<file path="config.mk">
export PLATFORM = sky130hd
export DESIGN_NAME = c17_pipe_sched_flat
export DESIGN_NICKNAME = d
export VERILOG_FILES = /design/src/rtl/c17_pipe_sched_pkg.sv /design/src/rtl/c17_pipe_sched_if.sv /design/src/rtl/c17_rr_arb2.sv /design/src/rtl/c17_pipe_sched.sv /design/src/flat_wrapper.sv
export SDC_FILE = /design/constraint.sdc
export NUM_CORES = 1
export LEC_CHECK = 0
export CAP_MARGIN = 10
export CELL_PAD_IN_SITES_DETAIL_PLACEMENT = 1
export CELL_PAD_IN_SITES_GLOBAL_PLACEMENT = 2
export CORE_UTILIZATION = 33
export DETAILED_ROUTE_END_ITERATION = 10
export HOLD_SLACK_MARGIN = 0.15
export PLACE_DENSITY_LB_ADDON = 0.2
export SYNTH_ARGS = -nofsm -noshare
export SYNTH_HDL_FRONTEND = slang
export SYNTH_SLANG_ARGS = --single-unit
</file>
<file path="constraint.sdc">
create_clock -name clk -period 3.56 [get_ports clk]
set_clock_uncertainty 0.2 [all_clocks]
set_input_delay 0.89 -clock clk [delete_from_list [all_inputs] [get_ports clk]]
set_output_delay 0.89 -clock clk [all_outputs]
set_load 0.01 [all_outputs]
</file>
<file path="src/rtl/c17_pipe_sched_pkg.sv">
`default_nettype none
// +--------------------------------------------------------------------+
// | c17_pipe_sched_pkg : shared widths, tag type, c17 bit positions      |
// | Rev 1.0                                                              |
// +--------------------------------------------------------------------+
package c17_pipe_sched_pkg;

  localparam int VEC_W = 5;
  localparam int RES_W = 2;

  typedef struct packed {
    logic valid;
    logic owner;
  } tag_t;

  // Vector layout {N1,N2,N3,N6,N7}, result layout {N22,N23}
  localparam int N1_B  = 4;
  localparam int N2_B  = 3;
  localparam int N3_B  = 2;
  localparam int N6_B  = 1;
  localparam int N7_B  = 0;
  localparam int N22_B = 1;
  localparam int N23_B = 0;

endpackage
`default_nettype wire

</file>
<file path="src/rtl/c17_pipe_sched_if.sv">
`default_nettype none
// +--------------------------------------------------------------------+
// | c17_pipe_sched_if : requester, core and response signal bundle       |
// | Rev 1.0                                                              |
// +--------------------------------------------------------------------+
interface c17_pipe_sched_if
  import c17_pipe_sched_pkg::*;
#(
  parameter int CNT_W = 16
) ();

  logic             en;
  logic             req0_valid;
  logic [VEC_W-1:0] req0_vec;
  logic             req0_ready;
  logic             req1_valid;
  logic [VEC_W-1:0] req1_vec;
  logic             req1_ready;
  logic [VEC_W-1:0] core_in;
  logic [RES_W-1:0] core_out;
  logic             rsp0_valid;
  logic [RES_W-1:0] rsp0_data;
  logic             rsp1_valid;
  logic [RES_W-1:0] rsp1_data;
  logic [CNT_W-1:0] issued_cnt;

  modport master (
    output en, req0_valid, req0_vec, req1_valid, req1_vec, core_out,
    input  req0_ready, req1_ready, core_in,
    input  rsp0_valid, rsp0_data, rsp1_valid, rsp1_data, issued_cnt
  );

  modport slave (
    input  en, req0_valid, req0_vec, req1_valid, req1_vec, core_out,
    output req0_ready, req1_ready, core_in,
    output rsp0_valid, rsp0_data, rsp1_valid, rsp1_data, issued_cnt
  );

endinterface
`default_nettype wire

</file>
<file path="src/rtl/c17_rr_arb2.sv">
`default_nettype none
// +--------------------------------------------------------------------+
// | c17_rr_arb2 : two-way round-robin arbiter, pointer moves on grant    |
// | Rev 1.0                                                              |
// +--------------------------------------------------------------------+
module c17_rr_arb2 (
  input  wire logic       clk,
  input  wire logic       rst,
  input  wire logic [1:0] elig,
  input  wire logic       advance,
  output logic      [1:0] grant
);

  // prio = 1 means requester 1 wins a tie
  logic prio;

  assign grant[0] = elig[0] & (~elig[1] | ~prio);
  assign grant[1] = elig[1] & (~elig[0] |  prio);

  always_ff @(posedge clk or posedge rst) begin
    if (rst) begin
      prio <= 1'b0;
    end else if (advance && (grant != 2'b00)) begin
      prio <= grant[0];
    end
  end

endmodule
`default_nettype wire

</file>
<file path="src/rtl/c17_pipe_sched.sv">
`default_nettype none
// +--------------------------------------------------------------------+
// | c17_pipe_sched : shares one pipelined c17 core between two requesters|
// | Rev 1.0                                                              |
// +--------------------------------------------------------------------+
module c17_pipe_sched
  import c17_pipe_sched_pkg::*;
#(
  parameter int LATENCY = 3,
  parameter int MAX_OUT = 4,
  parameter int CNT_W   = 16
) (
  input wire logic         clk,
  input wire logic         rst,
  c17_pipe_sched_if.slave  bus
);

  localparam int OUT_W = 4;

  logic [1:0]       req_valid;
  logic [VEC_W-1:0] req_vec [2];
  logic [1:0]       elig;
  logic [1:0]       grant;
  logic [1:0]       retire;
  logic             any_grant;

  // tag[0] rides alongside core_in, tag[k] alongside core stage k
  tag_t             tag [LATENCY+1];

  logic [VEC_W-1:0] core_in_q;
  logic             rsp0_valid_q;
  logic [RES_W-1:0] rsp0_data_q;
  logic             rsp1_valid_q;
  logic [RES_W-1:0] rsp1_data_q;
  logic [CNT_W-1:0] issued_cnt_q;

  assign req_valid  = {bus.req1_valid, bus.req0_valid};
  assign req_vec[0] = bus.req0_vec;
  assign req_vec[1] = bus.req1_vec;
  assign any_grant  = |grant;

  generate
    for (genvar i = 0; i < 2; i++) begin : g_req
      logic [OUT_W-1:0] out_cnt;

      assign retire[i] = tag[LATENCY].valid && (tag[LATENCY].owner == 1'(i));
      // A slot freed by a retire on this edge can be reused on the same edge
      assign elig[i]   = bus.en & req_valid[i] &
                         ((out_cnt < OUT_W'(MAX_OUT)) | retire[i]);

      always_ff @(posedge clk or posedge rst) begin
        if (rst) begin
          out_cnt <= '0;
        end else if (grant[i] && !retire[i]) begin
          out_cnt <= out_cnt + 1'b1;
        end else if (retire[i] && !grant[i]) begin
          out_cnt <= out_cnt - 1'b1;
        end
      end
    end
  endgenerate

  c17_rr_arb2 u_arb (
    .clk     (clk),
    .rst     (rst),
    .elig    (elig),
    .advance (any_grant),
    .grant   (grant)
  );

  always_ff @(posedge clk or posedge rst) begin
    if (rst) begin
      for (int k = 0; k <= LATENCY; k++) begin
        tag[k] <= '0;
      end
    end else begin
      tag[0] <= any_grant ? tag_t'{valid: 1'b1, owner: grant[1]} : '0;
      for (int k = 1; k <= LATENCY; k++) begin
        tag[k] <= tag[k-1];
      end
    end
  end

  always_ff @(posedge clk or posedge rst) begin
    if (rst) begin
      core_in_q    <= '0;
      issued_cnt_q <= '0;
      rsp0_valid_q <= 1'b0;
      rsp0_data_q  <= '0;
      rsp1_valid_q <= 1'b0;
      rsp1_data_q  <= '0;
    end else begin
      if (any_grant) begin
        core_in_q    <= grant[1] ? req_vec[1] : req_vec[0];
        issued_cnt_q <= issued_cnt_q + 1'b1;
      end
      rsp0_valid_q <= retire[0];
      rsp1_valid_q <= retire[1];
      if (retire[0]) begin
        rsp0_data_q <= bus.core_out;
      end
      if (retire[1]) begin
        rsp1_data_q <= bus.core_out;
      end
    end
  end

  assign bus.req0_ready = grant[0];
  assign bus.req1_ready = grant[1];
  assign bus.core_in    = core_in_q;
  assign bus.rsp0_valid = rsp0_valid_q;
  assign bus.rsp0_data  = rsp0_data_q;
  assign bus.rsp1_valid = rsp1_valid_q;
  assign bus.rsp1_data  = rsp1_data_q;
  assign bus.issued_cnt = issued_cnt_q;

endmodule
`default_nettype wire

</file>
<file path="src/flat_wrapper.sv">
// flat-port wrapper written by rule: the top's interface ports become plain ports
module c17_pipe_sched_flat import c17_pipe_sched_pkg::*;
#(
  parameter int LATENCY = 3,
  parameter int MAX_OUT = 4,
  parameter int CNT_W   = 16
)
  (clk, rst, bus_en, bus_req0_valid, bus_req0_vec, bus_req1_valid, bus_req1_vec, bus_core_out, bus_req0_ready, bus_req1_ready, bus_core_in, bus_rsp0_valid, bus_rsp0_data, bus_rsp1_valid, bus_rsp1_data, bus_issued_cnt);
  c17_pipe_sched_if #(.CNT_W(CNT_W)) bus_i ();
  input wire logic clk;
  input wire logic rst;
  input wire logic [$bits(bus_i.en)-1:0] bus_en;
  input wire logic [$bits(bus_i.req0_valid)-1:0] bus_req0_valid;
  input wire logic [$bits(bus_i.req0_vec)-1:0] bus_req0_vec;
  input wire logic [$bits(bus_i.req1_valid)-1:0] bus_req1_valid;
  input wire logic [$bits(bus_i.req1_vec)-1:0] bus_req1_vec;
  input wire logic [$bits(bus_i.core_out)-1:0] bus_core_out;
  output wire logic [$bits(bus_i.req0_ready)-1:0] bus_req0_ready;
  output wire logic [$bits(bus_i.req1_ready)-1:0] bus_req1_ready;
  output wire logic [$bits(bus_i.core_in)-1:0] bus_core_in;
  output wire logic [$bits(bus_i.rsp0_valid)-1:0] bus_rsp0_valid;
  output wire logic [$bits(bus_i.rsp0_data)-1:0] bus_rsp0_data;
  output wire logic [$bits(bus_i.rsp1_valid)-1:0] bus_rsp1_valid;
  output wire logic [$bits(bus_i.rsp1_data)-1:0] bus_rsp1_data;
  output wire logic [$bits(bus_i.issued_cnt)-1:0] bus_issued_cnt;
  assign bus_i.en = bus_en;
  assign bus_i.req0_valid = bus_req0_valid;
  assign bus_i.req0_vec = bus_req0_vec;
  assign bus_i.req1_valid = bus_req1_valid;
  assign bus_i.req1_vec = bus_req1_vec;
  assign bus_i.core_out = bus_core_out;
  assign bus_req0_ready = bus_i.req0_ready;
  assign bus_req1_ready = bus_i.req1_ready;
  assign bus_core_in = bus_i.core_in;
  assign bus_rsp0_valid = bus_i.rsp0_valid;
  assign bus_rsp0_data = bus_i.rsp0_data;
  assign bus_rsp1_valid = bus_i.rsp1_valid;
  assign bus_rsp1_data = bus_i.rsp1_data;
  assign bus_issued_cnt = bus_i.issued_cnt;
  c17_pipe_sched #(.LATENCY(LATENCY), .MAX_OUT(MAX_OUT), .CNT_W(CNT_W)) u_core (.clk(clk), .rst(rst), .bus(bus_i));
endmodule
</file>
# After elaboration in Yosys (flattened, before gate mapping)
# Index checks and enable logic that the tools add are counted.
# totals
reg_bits	44
elab_cells	59
inputBits	17
out_inout_bits	29
# op_classes
order_cmp	2
reduce_logical	15
n_bitwise	14
n_mux	6
n_addsub	5
# ops
op	n
adder 16 x 1 -> 16 bit, second input constant	1
2-to-1 mux 4 bit	4
adder 4 x 1 -> 4 bit, second input constant	2
< comparator 4 x 3 -> 1 bit, second input constant	2
subtractor 4 x 1 -> 4 bit, second input constant	2
logical AND 1 bit	7
AND 1 bit	6
nonzero test 2 bit	3
2-to-1 mux 5 bit	1
logical NOT 1 bit	4
inverter 1 bit	4
bitwise OR 1 bit	4
2-to-1 mux 2 bit	1
OR reduction 2 bit	1

# Depth between registers and ports, before layout
# Gate-level depths: netlist of the first run.
# logic_depth
ltp_word	11
ltp_mapped	11
depth_no_buf	10

# Hierarchy
# A second synthesis of the first run with hierarchy kept.
# hier_totals
hier_cells	168
area_unflattened_um2	1980.6
# modules_own_cells
module	seq_area_each_um2	area_per_inst_um2	cells_each	instances
c17_pipe_sched	1076.0	1921.8	161	1
c17_rr_arb2	25.0	58.8	7	1

# Worst setup path after synthesis of the first run
# No wires, ideal clock.
# synth_path
path_kind	input to register
startpoint	input bus_req1_valid
endpoint	register u_core.g_req[0].out_cnt[3]
stages	10
path_buffers	0
arrival_time_ns	2.895
required_ns	3.234
setup_ns	0.126
slack_ns	0.339
cell_sequence	nand3_1 nor2_1 nor2_1 ha_1 inv_1 ha_1 a21o_1 a2111oi_0 a31oi_1 a221o_1
# synth_between
elab_chain_len	8
word_cells_on_any_way	10
classes_between	mux (1); bitwise (5); reduce/logical (4)
# synth_lines
element	line	rtl
from (decl)	flat_wrapper.sv:15	input wire logic [$bits(bus_i.req1_valid)-1:0] bus_req1_valid;
AND 1 bit * (2 in series)	c17_pipe_sched.sv:48	assign elig[i] = bus.en & req_valid[i] &
inverter 1 bit *	c17_rr_arb2.sv:17	assign grant[0] = elig[0] & (~elig[1] | ~prio);
bitwise OR 1 bit *	c17_rr_arb2.sv:17	
AND 1 bit *	c17_rr_arb2.sv:17	
named net bus_req0_ready	flat_wrapper.sv:18	output wire logic [$bits(bus_i.req0_ready)-1:0] bus_req0_ready;
logical NOT 1 bit	c17_pipe_sched.sv:56	end else if (retire[i] && !grant[i]) begin
logical AND 1 bit	c17_pipe_sched.sv:56	
nonzero test 2 bit (no source line)	--	
to (signal assigned)	c17_pipe_sched.sv:55	out_cnt <= out_cnt + 1'b1;
to (signal assigned)	c17_pipe_sched.sv:57	out_cnt <= out_cnt - 1'b1;
to (decl)	c17_pipe_sched.sv:44	logic [OUT_W-1:0] out_cnt;
# The timed path passes the listed nets; every way through them passes the cells marked *.
# A chain may end at the register's enable or synchronous reset.

# Worst setup path in the final report of the first run
# layout_path
startpoint	input bus_req1_valid
endpoint	output bus_req0_ready
# layout_between
elab_chain_len	5
# layout_lines
element	line
AND 1 bit (2 in series)	c17_pipe_sched.sv:48
inverter 1 bit	c17_rr_arb2.sv:17
bitwise OR 1 bit	c17_rr_arb2.sv:17
AND 1 bit	c17_rr_arb2.sv:17
to (decl)	flat_wrapper.sv:18
# No other way between the ends.

==> impl_metrics.csv, run 1 <==
group,metric,value,unit
synth,synth.yosys.seq_area_share,51.86,%
global_route,first_global_vias,1839,
global_route,track_usage,17.69,%
status,status,"finished, final reports clean",
worst_setup_path,crit_path_end,"bus_req0_ready",
global_route,grt_start_max_net_pins,45,
cts,h-tree-depth,2,
synth,nets_in_the_synthesized_netlist,197,
worst_setup_path,crit_path_max_fanout,2,
flow_run,max-cap-violations,0,
layout,finish.instance_area,0.002811,sq mm
floorplanning,chipHeight,82.22,um
placed_design,placed_area,0.002721,sq mm
cts,post_cts_hold_buffer_count,0,
cts,cts_tree,"done",
layout,final_layout_size_suffix_gt1_share,16.52,%
timing,period_minus_slack,3.459,ns
layout,finish.utilization,46.39,%
worst_hold_path,min_delay_worst_type,"flip-flop to flip-flop",
worst_setup_path,crit_cells,6,
cts,clkLatencyLatePin,0.29,ns
drt,via_per_inst,5.138,
worst_setup_path,r2r_slack,0.73,ns
power,max-vdd-ir-drop,0.2438,mV
timing,final_hold_vio_count,0,
synth,synth_async_sr_flop_share,100.0,%
worst_setup_path,critical_path_class,"input port to output pin",
global_route,grt_antenna_before_repair,0,
cts,cts.sink_count,44,
drt,remaining_drc_errors,0,
drt,post_drt_wl_per_cell,16.85,um
cts,post-cts-setup-buffer-count,0,
worst_setup_path,launching_element_of_the_worst_setup_path,"bus_req1_valid",
worst_setup_path,reg2reg_to,"u_core.g_req[0].out_cnt[3]",
power,leakage_power_of_the_design,1.209,nW
floorplanning,fp.dieArea,0.006759,sq mm
worst_setup_path,critPathRequiredTime,2.47,ns
synth,postSynthRegisterBits,44,
drt,detailedRoute.firstPassIterationCount,3,
cts,cts-root-buf,"clkbuf_8",
layout,fillCellCount,659,
floorplanning,die_width,82.22,um
floorplanning,initial_core_util,35.03,%
synth,ys.flop_type,"dfrtp_1",
synth,synth.cell_area,0.002123,sq mm
cts,cts_inserted_buffers,5,
placed_design,post-place-cells,297,
worst_setup_path,critical_path.top_delay_family,"buffers and inverters",
timing,finalSetupViolations,0,
layout,layoutNonFillerInstCount,305,
worst_setup_path,crit_path_start_kind,"input port",
layout,area_growth_syn_to_layout,32.41,%
global_route,grt_pass1_wl,8.942,mm
worst_setup_path,worstPathCellList,"clkdlybuf4s50_1, nand3_1, nor2_1, nor2_1, buf_4, clkdlybuf4s50_1",
worst_setup_path,worstPathBufferInverterCount,3,
timing,rsz_0062_raised_after_global_routing,"false",
synth,avgSynthCellArea,12.42,sq um
power,power.density_cell_area,724.8,mW/mm^2
worst_setup_path,worstRegToRegCells,10,
placed_design,io_buffers,45,
timing,layout_worst_path_cycle_share,97.15,%
cts,clockBufferDepth,2,
floorplanning,floorplan.core_area,0.006061,sq mm
synth,number_of_flops_mapped_to_enable_cells_by_yosys,0,
floorplanning,boundaryPins,46,
synth,synth_cells,171,
worst_setup_path,crit_slowest_cell,"clkdlybuf4s50_1",
timing,timing.hold.ws,0.1507,ns
worst_setup_path,worstReg2RegStart,"u_core.tag[0]",
layout,final_nets,255,
worst_setup_path,cpPeakStageDelay,0.52,ns
cts,cts.reportedPaths.clkPinSlew,0.08,ns
timing,worst-slew-pin-transition,0.5636,ns
drt,vias,1567,
drt,totalWireLength,5.139,mm
placed_design,gp_routability_congestion,0.8319,
layout,diode_insertion_count_for_antenna_repair,0,
timing,fin_setup_tns,0,ns
drt,antenna_violating_nets_post_route,0,
timing,max-slew-margin-rel,62.42,%
timing,final_max_slew_viol_count,0,
timing,fmax,0.2891,GHz
drt,drt_iter0_drc,58,
synth,yosys_warnings,0,
worst_setup_path,worst_setup_path_end_kind,"output pin",
global_route,globalRoute.totalOverflow,0,
worst_setup_path,arr_time_crit_path,2.37,ns
placed_design,hpwl_reported_at_the_end_of_detailed_placement,3.910,mm
synth,synth.distinct_cells,43,
floorplanning,rows,28,
-- logic make-up (layout without fill, tap and decap cells) --
| family | Yosys count | after routing | share of synthesized area [%] |
|---|---|---|---|
| buffers and inverters | 14 | 73 | 3.123 |
| adders and majority gates | 9 | 9 | 6.010 |
| xor gates and xnor gates | 19 | 19 | 7.837 |
| DFF | 44 | 44 | 51.86 |
| muxes | 8 | 8 | 4.360 |
| and+or+nand+nor | 41 | 41 | 11.67 |
| AOI/OAI and AO/OA | 36 | 36 | 15.14 |
-- synthesized netlist by cell type (2+ instances only) --
cell	instances	area share [%]
nor3b_1	5	1.8
a21boi_0	2	0.71
o21ai_0	2	0.47
ha_1	7	4.1
a221o_1	6	2.8
a2111oi_0	2	0.83
nand4_1	3	0.88
a21oi_1	8	1.9
xor2_1	13	5.4
a2111oi_2	2	1.4
nor2_1	4	0.71
xnor2_1	6	2.5
nand3_1	4	0.94
fa_1	2	1.9
o21ba_2	2	0.94
and4_1	2	0.83
a211oi_2	5	2.9
nor3_1	3	0.71
buf_2	2	0.47
dfrtp_1	44	52
mux2_2	6	3.2
inv_1	7	1.2
a21o_1	2	0.71
clkbuf_1	2	0.35
and3_1	2	0.59
nand2_1	11	1.9
-- sequential cells by signal, summed over array words and instances, names as in the netlist --
name,flops
u_core.bus.rsp1_data,2
u_core.tag,8
u_core.bus.rsp0_data,2
u_core.bus.rsp1_valid,1
u_core.g_req.out_cnt,8
u_core.u_arb.prio,1
u_core.bus.rsp0_valid,1
u_core.bus.issued_cnt,16
u_core.bus.core_in,5
-- layer usage --
metal  vias to the layer above  wire length, um  GRT usage, %
met5                         -                0             0
met4                         0               41         4.737
met3                         4              183         3.736
met2                        28             2849         32.07
met1                       802             2065         21.03
li1                        733                -             -
-- metrics by stage --
step	total power [W]	worst slack (ns)
2_1_floorplan	0.001318	0.3390
3_3_place_gp	0.001673	-0.007252
3_5_place_dp	0.001743	-0.1459
4_1_cts	0.002077	0.09097
5_1_grt	0.002205	0.01182
6_report	0.002038	0.1015
-- report_power, final --
part           leakage [nW]  total [W]  switching (W)  internal, W
combinational         0.613   0.000899       0.000402     0.000497
sequential            0.550   0.000820       0.000150     0.000670
clock                0.0455   0.000319       0.000161     0.000158
-- placed cells by master (no fill, tap or decap), types with 2 or more instances in the layout --
master	instances
clkbuf_1	2
nor3b_1	5
nor3_1	3
a21oi_1	8
fa_1	2
buf_4	12
o21ba_2	2
o21ai_0	2
ha_1	7
a221o_1	6
xor2_1	13
mux2_2	6
and4_1	2
a2111oi_2	2
a211oi_2	5
nand2_1	11
xnor2_1	6
and3_1	2
nand3_1	4
a21o_1	2
clkdlybuf4s50_1	44
nand4_1	3
inv_1	7
nor2_1	4
dfrtp_1	44
a21boi_0	2
clkbuf_8	6
-- repair_timing --
| action | 4_1_cts | 5_1_grt |
|---|---|---|
| endpoints found under the hold margin | 0 | 0 |
| endpoints found under the setup margin | 1 | 1 |
| resized for setup | 1 | 1 |
-- worst min-delay path by stage --
stage / slack [ns] / cells after the start / startpoint / end
after floorplan: 0.13 / 0 / u_core.tag[2] / u_core.tag[0]
after global placement: 0.13 / 0 / u_core.tag[3] / u_core.tag[1]
after global routing: 0.17 / 0 / u_core.tag[7] / u_core.tag[5]
final: 0.15 / 0 / u_core.tag[3] / u_core.tag[1]
after CTS: 0.16 / 0 / u_core.tag[3] / u_core.tag[1]
after detailed placement: 0.14 / 0 / u_core.tag[3] / u_core.tag[1]
-- final cells by class --
type                            count  area (sq um)  share of cell area, %
Timing Repair Buffer               57         539.3                  19.18
Sequential cell                    44          1101                  39.16
Inverter                            8         30.03                  1.068
Clock buffer                        8         90.09                  3.204
Multi-Input combinational cell    113         957.2                  34.05
Tap cell                           75         93.84                  3.338
Power figures use the tool's default switching activity.
==> run 2: changes to the inputs <==
- SKIP_CTS_REPAIR_TIMING: default -> 1
==> impl_metrics.csv, run 2 (synthesis results as in run 1) <==
group,metric,value,unit
status,status,"finished, final reports clean",
layout,area_growth_syn_to_layout,32.59,%
worst_hold_path,min_delay_worst_type,"flip-flop to flip-flop",
timing,rsz_0062_raised_after_global_routing,"false",
worst_setup_path,critPathRequiredTime,2.47,ns
drt,vias,1567,
layout,final_cell_mix,"clkdlybuf4s50_1 (44), dfrtp_1 (44), xor2_1 (13)",
cts,h-tree-depth,2,
cts,clkLatencyLatePin,0.29,ns
worst_setup_path,critical_path_class,"input port to output pin",
timing,final_max_slew_viol_count,0,
floorplanning,initial_core_util,35.03,%
timing,final_hold_vio_count,0,
worst_setup_path,cpPeakStageDelay,0.52,ns
drt,drt_iter0_drc,58,
drt,post_drt_wl_per_cell,16.85,um
floorplanning,fp.dieArea,0.006759,sq mm
worst_setup_path,crit_path_max_fanout,2,
global_route,grt_start_max_net_pins,45,
placed_design,io_buffers,45,
placed_design,hpwl_reported_at_the_end_of_detailed_placement,3.910,mm
floorplanning,die_width,82.22,um
global_route,track_usage,17.69,%
timing,period_minus_slack,3.459,ns
cts,cts_inserted_buffers,5,
worst_setup_path,crit_slowest_cell,"clkdlybuf4s50_1",
timing,max-slew-margin-rel,62.42,%
global_route,grt_pass1_wl,8.942,mm
global_route,globalRoute.totalOverflow,0,
worst_setup_path,worstPathCellList,"clkdlybuf4s50_1, nand3_1, nor2_1, nor2_1, buf_4, clkdlybuf4s50_1",
drt,detailedRoute.firstPassIterationCount,3,
worst_setup_path,worst_setup_path_end_kind,"output pin",
layout,final_nets,255,
power,power.density_cell_area,723.9,mW/mm^2
layout,final_layout_size_suffix_gt1_share,16.52,%
drt,remaining_drc_errors,0,
floorplanning,rows,28,
drt,via_per_inst,5.138,
power,leakage_power_of_the_design,1.216,nW
timing,finalSetupViolations,0,
floorplanning,chipHeight,82.22,um
layout,flip_flop_count_of_the_largest_register_all_copies_and_words_added,16,
cts,cts.sink_count,44,
worst_setup_path,arr_time_crit_path,2.37,ns
timing,fmax,0.2891,GHz
timing,timing.hold.ws,0.1507,ns
layout,diode_insertion_count_for_antenna_repair,0,
floorplanning,boundaryPins,46,
placed_design,gp_routability_congestion,0.8319,
worst_setup_path,critical_path.top_delay_family,"buffers and inverters",
power,fin_total_pwr,0.002038,W
cts,cts.reportedPaths.clkPinSlew,0.08,ns
flow_run,max-cap-violations,0,
timing,worst-slew-pin-transition,0.5636,ns
worst_setup_path,worstPathBufferInverterCount,3,
power,max-vdd-ir-drop,0.2438,mV
cts,clockBufferDepth,2,
global_route,first_global_vias,1839,
timing,layout_worst_path_cycle_share,97.15,%
drt,totalWireLength,5.138,mm
cts,cts-root-buf,"clkbuf_8",
global_route,grt_antenna_before_repair,0,
floorplanning,floorplan.core_area,0.006061,sq mm
worst_setup_path,crit_path_start_kind,"input port",
cts,cts_tree,"done",
drt,antenna_violating_nets_post_route,0,
-- run 2: cell count changes in the layout (fill, tap and decap cells not counted) --
cell / change
dlymetal6s2s_1: +1
dlygate4sd2_1: -1
-- run 2: worst reg2reg max path, stage by stage (launching register included) --
cell and delay [ns]:
dfrtp_1 0.42, nor2b_4 0.22, o211ai_4 0.12, nor2_1 0.19
ha_1 0.21, inv_1 0.06, ha_1 0.28, a21o_1 0.19
a2111oi_1 0.40, a31oi_1 0.09, a221o_1 0.32
-- run 2: routing by layer --
metal	track usage (%)	part of all wire, %
met4	4.737	0.80
met3	3.736	3.6
met5	0	0
met2	32.07	55
met1	21.03	40
-- run 2: stage by stage --
step | std cells | setup TNS [ns] | setup WS, ns | instance area (sq um) | util, %
floorplan | 171 | 0 | 0.3390 | 2123 | -
global placement | 297 | -0.007252 | -0.007252 | 2721 | 44.90
detailed placement | 297 | -0.1497 | -0.1459 | 2721 | 44.90
CTS | 305 | -0.02068 | -0.02068 | 2811 | 46.39
global route | 305 | 0 | 0.01084 | 2815 | 46.45
finish | 305 | 0 | 0.1015 | 2815 | 46.45
-- run 2: area by class of cell --
| cell class | count | area [sq um] |
|---|---|---|
| Inverter | 8 | 30.03 |
| Sequential cell | 44 | 1101 |
| Fill cell | 658 | 3246 |
| Tap cell | 75 | 93.84 |
| Multi-Input combinational cell | 113 | 957.2 |
| Clock buffer | 8 | 90.09 |
| Timing Repair Buffer | 57 | 543.0 |
-- run 2: final timing paths --
check                           slack [ns]  depth (start not counted)      startpoint                          to
worst max-delay path                  0.10                          6  bus_req1_valid              bus_req0_ready
worst min-delay path                  0.15                          0   u_core.tag[3]               u_core.tag[1]
worst max register to register        0.73                         10   u_core.tag[0]  u_core.g_req[0].out_cnt[3]
worst min register to register        0.15                          0   u_core.tag[3]               u_core.tag[1]
max in group asynchronous             1.93                          3             rst       u_core.bus.core_in[2]
min in group asynchronous             0.85                          3             rst    u_core.bus.issued_cnt[5]
-- run 2: report_power, final --
part           internal, W  switching (W)  total (W)  leakage, nW
Clock             0.000158       0.000161   0.000319       0.0455
Combinational     0.000497       0.000402   0.000899        0.621
Sequential        0.000670       0.000150   0.000820        0.550
Total              0.00133       0.000712    0.00204         1.22
==> run 3: changes to the inputs <==
- CORE_UTILIZATION: 33 -> 41
- DONT_BUFFER_PORTS: default -> 1
==> impl_metrics.csv, run 3 (synthesis results as in run 1) <==
group,metric,value,unit
timing,period_minus_slack,3.055,ns
worst_setup_path,arr_time_crit_path,3.05,ns
cts,clockBufferDepth,2,
power,fin_total_pwr,0.001847,W
layout,finish.instance_area,0.002312,sq mm
worst_setup_path,critPathRequiredTime,3.55,ns
drt,remaining_drc_errors,0,
worst_setup_path,critical_path_class,"flip-flop to flip-flop",
drt,totalWireLength,4.360,mm
placed_design,placed_area,0.002201,sq mm
floorplanning,chipHeight,73.97,um
cts,clkLatencyLatePin,0.30,ns
floorplanning,boundaryPins,46,
drt,via_per_inst,5.520,
placed_design,hpwl_reported_at_the_end_of_detailed_placement,3.152,mm
floorplanning,die_width,73.97,um
layout,flip_flop_count_of_the_largest_register_all_copies_and_words_added,16,
layout,layoutNonFillerInstCount,244,
timing,worst-slew-pin-transition,0.8817,ns
floorplanning,initial_core_util,43.79,%
power,max-vdd-ir-drop,0.3386,mV
drt,drt_iter0_drc,58,
drt,vias,1347,
timing,fmax,0.3274,GHz
worst_setup_path,crit_path_max_fanout,5,
worst_setup_path,worstPathBufferInverterCount,1,
cts,cts.sink_count,44,
cts,h-tree-depth,2,
drt,post_drt_wl_per_cell,17.87,um
cts,cts.reportedPaths.clkPinSlew,0.09,ns
worst_setup_path,worst_setup_path_end_kind,"flip-flop",
worst_setup_path,critical_path.top_delay_family,"compound AO/OA/AOI/OAI gates",
timing,final_hold_vio_count,0,
layout,final_nets,202,
timing,fin_setup_tns,0,ns
worst_hold_path,min_delay_worst_type,"flip-flop to flip-flop",
layout,final_layout_size_suffix_gt1_share,18.64,%
placed_design,gp_routability_congestion,0.7200,
layout,mostFrequentLayoutCell,"dfrtp_1",
worst_setup_path,crit_slowest_cell,"a2111oi_0",
drt,detailedRoute.firstPassIterationCount,4,
power,leakage_power_of_the_design,1.007,nW
placed_design,post-place-cells,236,
global_route,globalRoute.totalOverflow,0,
global_route,first_global_vias,1498,
flow_run,max-cap-violations,0,
placed_design,io_buffers,0,
timing,finalSetupViolations,0,
worst_setup_path,worstPathCellList,"nor2b_4, o211ai_4, nor2_1, ha_1, inv_1, ha_1, a21o_1, a2111oi_0, a31oi_1, a221o_1",
floorplanning,fp.dieArea,0.005471,sq mm
floorplanning,floorplan.core_area,0.004848,sq mm
layout,diode_insertion_count_for_antenna_repair,0,
worst_setup_path,crit_path_start_kind,"flip-flop",
cts,cts_tree,"done",
drt,antenna_violating_nets_post_route,0,
power,power.density_cell_area,798.6,mW/mm^2
cts,cts-root-buf,"clkbuf_8",
floorplanning,rows,25,
status,status,"finished, final reports clean",
worst_setup_path,cpPeakStageDelay,0.55,ns
timing,layout_worst_path_cycle_share,85.81,%
layout,area_growth_syn_to_layout,8.898,%
cts,cts_inserted_buffers,5,
worst_setup_path,cpMostUsedCell,"ha_1",
timing,rsz_0062_raised_after_global_routing,"false",
global_route,grt_antenna_before_repair,0,
global_route,grt_start_max_net_pins,45,
layout,final_cell_mix,"dfrtp_1 (44), xor2_1 (13), nand2_1 (11)",
global_route,grt_pass1_wl,7.417,mm
timing,max-slew-margin-rel,41.14,%
timing,final_max_slew_viol_count,0,
global_route,track_usage,18.57,%
==> run 3: cell count changes in the layout (fill, tap and decap cells not counted) <==
cell and delta:
buf_4 -8, clkinvlp_4 +1, inv_2 +1, clkdlybuf4s50_1 -44, clkinv_2 +1, a2111oi_1 -1
clkbuf_8 -1, dlymetal6s2s_1 -1, clkbuf_1 -2, inv_1 -1, bufinv_16 +1, a2111oi_0 +1
==> run 3: worst reg2reg max path: cells and delay by family (launching register included) <==
family	cells	cell delay, ns
AO/OA/AOI/OAI	5	1.30
adder cells (fa/ha/maj)	2	0.51
buffers and inverters	1	0.11
flip-flops	1	0.43
AND/OR/NAND/NOR	2	0.41
==> run 3: area by class of cell <==
cell class | instances | area [sq um]
clock buffers | 5 | 68.82
clock inverters | 3 | 42.54
fillers | 500 | 2536
inverters | 8 | 30.03
multi-input cells | 113 | 955.9
flip-flops and latches | 44 | 1101
well taps | 67 | 83.83
repair buffers | 4 | 30.03
==> run 3: stage by stage <==
step | hold WS (ns) | setup WS, ns | utilization [%]
after floorplan | 0.1312 | 0.3390 | -
after global placement | 0.1335 | 0.5322 | 45.39
after detailed placement | 0.1416 | 0.2712 | 45.39
final | 0.1520 | 0.5052 | 47.69
after CTS | 0.1594 | 0.5188 | 47.69
after global routing | 0.1645 | 0.3317 | 47.69
==> run 3: layer usage <==
| metal | global-route usage (%) | vias to the layer above | part of all wire [%] |
|---|---|---|---|
| met5 | 0 | - | 0 |
| met4 | 8.333 | 0 | 1.5 |
| met3 | 4.472 | 5 | 4.2 |
| met2 | 32.02 | 30 | 53 |
| met1 | 21.98 | 691 | 41 |
| li1 | - | 621 | - |
==> run 3: final timing paths <==
| path | cells past startpoint | slack (ns) | to | startpoint |
|---|---|---|---|---|
| max | 10 | 0.51 | u_core.g_req[0].out_cnt[3] | u_core.tag[0] |
| min | 0 | 0.15 | u_core.tag[1] | u_core.tag[3] |
| max reg2reg | 10 | 0.51 | u_core.g_req[0].out_cnt[3] | u_core.tag[0] |
| min reg2reg | 0 | 0.15 | u_core.tag[1] | u_core.tag[3] |
| max in group asynchronous | 1 | 2.16 | u_core.u_arb.prio | rst |
| min in group asynchronous | 1 | 0.45 | u_core.bus.rsp1_valid | rst |
==> run 3: power breakdown <==
group | total [W] | leakage (nW) | internal (W) | switching [W]
Combinational | 0.000585 | 0.403 | 0.000287 | 0.000298
Clock | 0.000383 | 0.0541 | 0.000208 | 0.000175
Sequential | 0.000878 | 0.550 | 0.000670 | 0.000209
Total | 0.00185 | 1.01 | 0.00116 | 0.000682
